## src/rtl/memshare_sched_pkg.sv

```systemverilog
// rtl/memshare_sched_pkg.sv - shared types and defaults for the memshare scheduler
// Purpose: FSM state enum and the default share-group size used by
//          memshare_skid_sched and memshare_rr_pick.
// Ports:   none (package).
package memshare_sched_pkg;

  localparam int SHARE_GROUP_SIZE_DEF = 5;

  typedef enum logic {
    IDLE  = 1'b0,
    SERVE = 1'b1
  } sched_state_t;

endpackage

```

## src/rtl/memshare_rr_pick.sv

```systemverilog
// rtl/memshare_rr_pick.sv - combinational round-robin pick
// Purpose: selects the first set request bit at index ptr, ptr+1, ... wrapping
//          modulo SHARE_GROUP_SIZE.
// Ports:   req  - request vector
//          ptr  - round-robin start index
//          gnt  - one-hot grant (zero when req is zero)
//          idx  - index of the granted bit (0 when req is zero)
module memshare_rr_pick
  import memshare_sched_pkg::*;
#(
  parameter int SHARE_GROUP_SIZE = SHARE_GROUP_SIZE_DEF,
  parameter int PTR_W            = $clog2(SHARE_GROUP_SIZE)
) (
  input  logic [SHARE_GROUP_SIZE-1:0] req,
  input  logic [PTR_W-1:0]            ptr,
  output logic [SHARE_GROUP_SIZE-1:0] gnt,
  output logic [PTR_W-1:0]            idx
);

  localparam int N = SHARE_GROUP_SIZE;

  always_comb begin
    logic found;
    int   j;
    gnt   = '0;
    idx   = '0;
    found = 1'b0;
    for (int i = 0; i < N; i++) begin
      j = (int'(ptr) + i) % N;
      if (!found && req[j]) begin
        found  = 1'b1;
        gnt[j] = 1'b1;
        idx    = PTR_W'(j);
      end
    end
  end

endmodule

```

## src/rtl/memshare_skid_sched.sv

```systemverilog
// rtl/memshare_skid_sched.sv - shared-port grant scheduler with skid-buffer select
// Purpose: accepts a request-flag vector per column access and issues one grant
//          per cycle to the shared port in round-robin order. The first grant of
//          a vector accepted while idle is issued in the same cycle through the
//          pass-through path; remaining grants come from the registered path.
// Ports:   sys_clk, rstn (async, active-low)
//          rqst_flag_i / rqst_vld_i / rqst_rdy_o - request vector handshake
//          grant_o, grant_vld_o                  - one-hot grant and its valid
//          skid_sel_o                            - 0 pass-through, 1 registered
//          busy_o                                - high while serving pending bits
//          conflict_cnt_o                        - only with MEMSHARE_SCHED_STAT_EN:
//                                                  saturating count of accepted
//                                                  vectors with more than one bit
module memshare_skid_sched
  import memshare_sched_pkg::*;
#(
  parameter int SHARE_GROUP_SIZE = SHARE_GROUP_SIZE_DEF,
  parameter int PTR_W            = $clog2(SHARE_GROUP_SIZE)
) (
  input  logic                        sys_clk,
  input  logic                        rstn,
  input  logic [SHARE_GROUP_SIZE-1:0] rqst_flag_i,
  input  logic                        rqst_vld_i,
  output logic                        rqst_rdy_o,
  output logic [SHARE_GROUP_SIZE-1:0] grant_o,
  output logic                        grant_vld_o,
  output logic                        skid_sel_o,
`ifdef MEMSHARE_SCHED_STAT_EN
  output logic [15:0]                 conflict_cnt_o,
`endif
  output logic                        busy_o
);

  localparam int N = SHARE_GROUP_SIZE;

  sched_state_t   state, state_nxt;
  logic [N-1:0]   pending, pending_nxt;
  logic [N-1:0]   pick_req, pick_gnt;
  logic [PTR_W-1:0] ptr, pick_idx;
  logic           serving, rdy_int, accept;

  assign serving = (state == SERVE);
  // A new vector may enter while the last pending bit is being granted.
  assign rdy_int = !serving || $onehot(pending);
  assign accept  = rqst_vld_i && rdy_int;
  // Idle grants come straight from the incoming flags (zero latency).
  assign pick_req = serving ? pending : (accept ? rqst_flag_i : '0);

  memshare_rr_pick #(
    .SHARE_GROUP_SIZE(N),
    .PTR_W           (PTR_W)
  ) u_pick (
    .req(pick_req),
    .ptr(ptr),
    .gnt(pick_gnt),
    .idx(pick_idx)
  );

  always_comb begin
    pending_nxt = pending & ~pick_gnt;
    state_nxt   = state;
    if (accept) begin
      // In SERVE the grant belongs to the old vector, so the new one loads whole.
      pending_nxt = serving ? rqst_flag_i : (rqst_flag_i & ~pick_gnt);
    end
    state_nxt = (pending_nxt != '0) ? SERVE : IDLE;
  end

  always_ff @(posedge sys_clk or negedge rstn) begin
    if (!rstn) begin
      state   <= IDLE;
      pending <= '0;
      ptr     <= '0;
    end else begin
      state   <= state_nxt;
      pending <= pending_nxt;
      if (|pick_gnt) begin
        ptr <= (pick_idx == PTR_W'(N - 1)) ? '0 : pick_idx + 1'b1;
      end
    end
  end

`ifdef MEMSHARE_SCHED_STAT_EN
  // A vector with more than one bit set means requesters collided on the port.
  logic multi_bit;
  assign multi_bit = (rqst_flag_i & (rqst_flag_i - 1'b1)) != '0;

  always_ff @(posedge sys_clk or negedge rstn) begin
    if (!rstn) begin
      conflict_cnt_o <= '0;
    end else if (accept && multi_bit && (conflict_cnt_o != 16'hFFFF)) begin
      conflict_cnt_o <= conflict_cnt_o + 16'd1;
    end
  end
`endif

  // Outputs are forced low combinationally so they drop the instant rstn falls.
  assign rqst_rdy_o  = rstn && rdy_int;
  assign grant_o     = rstn ? pick_gnt : '0;
  assign grant_vld_o = |grant_o;
  assign skid_sel_o  = rstn && serving;
  assign busy_o      = rstn && serving;

endmodule

```

## config.mk

```make
export PLATFORM = sky130hd
export DESIGN_NAME = memshare_skid_sched
export DESIGN_NICKNAME = d
export VERILOG_FILES = /design/src/rtl/memshare_sched_pkg.sv /design/src/rtl/memshare_rr_pick.sv /design/src/rtl/memshare_skid_sched.sv
export SDC_FILE = /design/constraint.sdc
export NUM_CORES = 1
export LEC_CHECK = 0
export CORE_ASPECT_RATIO = 0.5
export CORE_MARGIN = 4
export CORE_UTILIZATION = 60
export DETAILED_ROUTE_END_ITERATION = 12
export PLACE_DENSITY = 0.88
export REMOVE_ABC_BUFFERS = 1
export SETUP_SLACK_MARGIN = 0.1
export SYNTH_ARGS = -nofsm -noshare
export SYNTH_HDL_FRONTEND = slang
export SYNTH_HIERARCHICAL = 1
export SYNTH_SLANG_ARGS = --single-unit
```

## constraint.sdc

```tcl
create_clock -name sys_clk -period 17.9 [get_ports sys_clk]
set_clock_uncertainty 0.15 [all_clocks]
set_input_delay 5.37 -clock sys_clk [delete_from_list [all_inputs] [get_ports sys_clk]]
set_output_delay 5.37 -clock sys_clk [all_outputs]
set_load 0.005 [all_outputs]
```

==> flow_metrics.tcl <==
set metrics [dict create \
    rsz0062_at_grt "false" \
    setup_viol 0 \
    maxCapViolCount 0 \
    clk_path_buf_depth 2 \
    grt_overflow 0 \
    syn_inst 398 \
    tightest_slew_ns 0.989 \
    drt_iter0_drc 313 \
    cts_resized 0 \
    dieWidth_um 109 \
    postLayoutCoreUtil_pct 65.6 \
    clk_latency_ns 0.24 \
    dieHeight_um 58.7 \
    gp_congestion 1.04 \
    vias 3178 \
    seq_area_um2 225 \
    slew-limit-headroom_pct 33.4 \
    h-tree-depth 1 \
    fin_cells 472 \
    post_synth_num_cell_types 94 \
    syn_area_mm2 0.00309 \
    area_delta_synth_final_pct 5.39 \
    grt_pass1_wl_um 15000 \
    hold_buffers 0 \
    grt_max_degree 35 \
    ys.flop_type "dfrtp_1" \
    yosysMostFrequentCell "nand2_1" \
    antenna_found_initial 0 \
    yosysSeqAreaShare_pct 7.30 \
    yosys_warnings 6 \
    postRouteAntennaNets 0 \
    multi_input_area_mm2 0.00260 \
    drt_wl_total_um 8900 \
    cts_buffers 3 \
    core_area_mm2 0.00495 \
    crit_arrival_ns 10.17 \
    io-pin-count 17 \
    fin_tns_setup_ns 0 \
    final_nets 442 \
    synth_edf_count 0 \
    post-route-period-util_pct 87.6 \
    min_period_ns 15.69 \
    ys_top_cells_by_count "nand2_1, inv_1, ha_1, o21ai_0, nor2_1" \
    syn-mean-instance-area_um2 7.75 \
    postCtsSetupBuffers 0 \
    nFillCells 417 \
    async_reset_ff_share_pct 100 \
    status "completed" \
    cts_tree "done" \
    port-buffer-count 16 \
    drcViolationCount 0 \
    max_freq_mhz 63.7 \
    wl_per_cell_um 18.9 \
    initial_core_util_pct 62.3 \
    std_cell_rows 18 \
    via_per_inst 6.73 \
    crit_required_ns 12.38 \
    path_clk_slew_ns 0.04 \
    groute.usage.overall_pct 29.5 \
    cts_root_buf "clkbuf_8" \
    yosysTopAreaCellShare_pct 11.8 \
    synth_seq_cells 9 \
    crit_path_end_kind "primary output" \
    dr.pass1.iters 5 \
    clock-sinks 9 \
    worstSetupPathType "in2out" \
    hpwl_um 6950 \
    cp_max_fo 7 \
    synthTopCellsByArea "ha_1, dfrtp_1, mux2i_1, nand2_1, o21ai_0" \
    grt_pass1_vias 3033 \
    fp.dieArea_mm2 0.00642 \
    whs_ns 0.431 \
    start_kind "input port" \
    synth_largest_area_cell "ha_1" \
    hold_viol 0 \
    hold_class "reg2reg" \
    n_antenna_cell 0 \
    finalMaxSlewViolations 0 \
    dp.cells 468 \
    drive_gt1_share_pct 12.4 \
]
==> state kept, by name, summed over array words and instances, names as in the netlist <==
signal   count
serving      1
ptr          3
pending      5
==> cell type report <==
cell class	count	share of cell area, %
flip-flops and latches	9	6.93
well taps	70	2.69
clock buffers	4	1.39
repair buffers	17	5.16
multi-input cells	338	79.9
inverters	34	3.92
==> critical path: stages <==
cell	delay (ns)
clkdlybuf4s50_1	0.50
nor2b_1	0.35
nand2_1	0.12
o21ai_0	0.28
nor2b_1	0.15
mux2_4	0.32
or4b_4	0.50
o311ai_4	0.13
a211o_4	0.20
nor3_1	0.08
a222oi_1	0.46
o221ai_1	0.30
or4_1	0.55
nor2_1	0.32
nor2b_1	0.09
clkdlybuf4s50_1	0.45
==> cells by family after synthesis <==
kind of cell,Yosys count,share of synthesized area (%)
muxes,24,8.23
DFF,9,7.30
buffers and inverters,51,8.47
and+or+nand+nor,151,28.2
AOI/OAI and AO/OA,125,32.5
xor gates and xnor gates,7,2.23
adders and majority gates,31,13.1
==> final timing paths <==
| check | slack [ns] | start | end | depth (start not counted) |
|---|---|---|---|---|
| worst max-delay path | 2.21 | rqst_vld_i | grant_vld_o | 16 |
| worst min-delay path | 0.43 | pending[1]$_DFF_PN0_ | pending[1]$_DFF_PN0_ | 2 |
| worst max register to register | 11.29 | ptr[1]$_DFFE_PN0P_ | ptr[1]$_DFFE_PN0P_ | 17 |
| worst min register to register | 0.43 | pending[1]$_DFF_PN0_ | pending[1]$_DFF_PN0_ | 2 |
| max in group asynchronous | 11.88 | rstn | pending[1]$_DFF_PN0_ | 1 |
| min in group asynchronous | 5.35 | rstn | pending[0]$_DFF_PN0_ | 1 |
==> layer usage <==
layer	part of all wire [%]	vias to the layer above	track usage, %	wire length, µm
li1	-	1509	-	-
met1	46	1504	42.7	4140
met4	1.5	0	9.41	133
met5	0	-	0	0
met3	8.8	14	4.38	786
met2	43	151	45.4	3850
==> per-stage QoR <==
step,setup WS [ns],cell area (µm²)
2_1_floorplan,3.77,2950
3_3_place_gp,2.49,3210
3_5_place_dp,2.25,3210
4_1_cts,2.24,3250
5_1_grt,1.91,3250
6_report,2.21,3250
==> cells in the final DEF, fill, tap and decap left out, types with 11 or more instances in the layout <==
master and count:
nor3_1 14, nor2_1 23, nand3_1 12, clkdlybuf4s50_1 16, nand2b_1 11, inv_1 30
mux2i_1 18, o21ai_0 24, nand2_1 35, ha_1 29
Power is not shown: default switching activity piles up to over one toggle a cycle in this logic, so the estimate is an artifact.
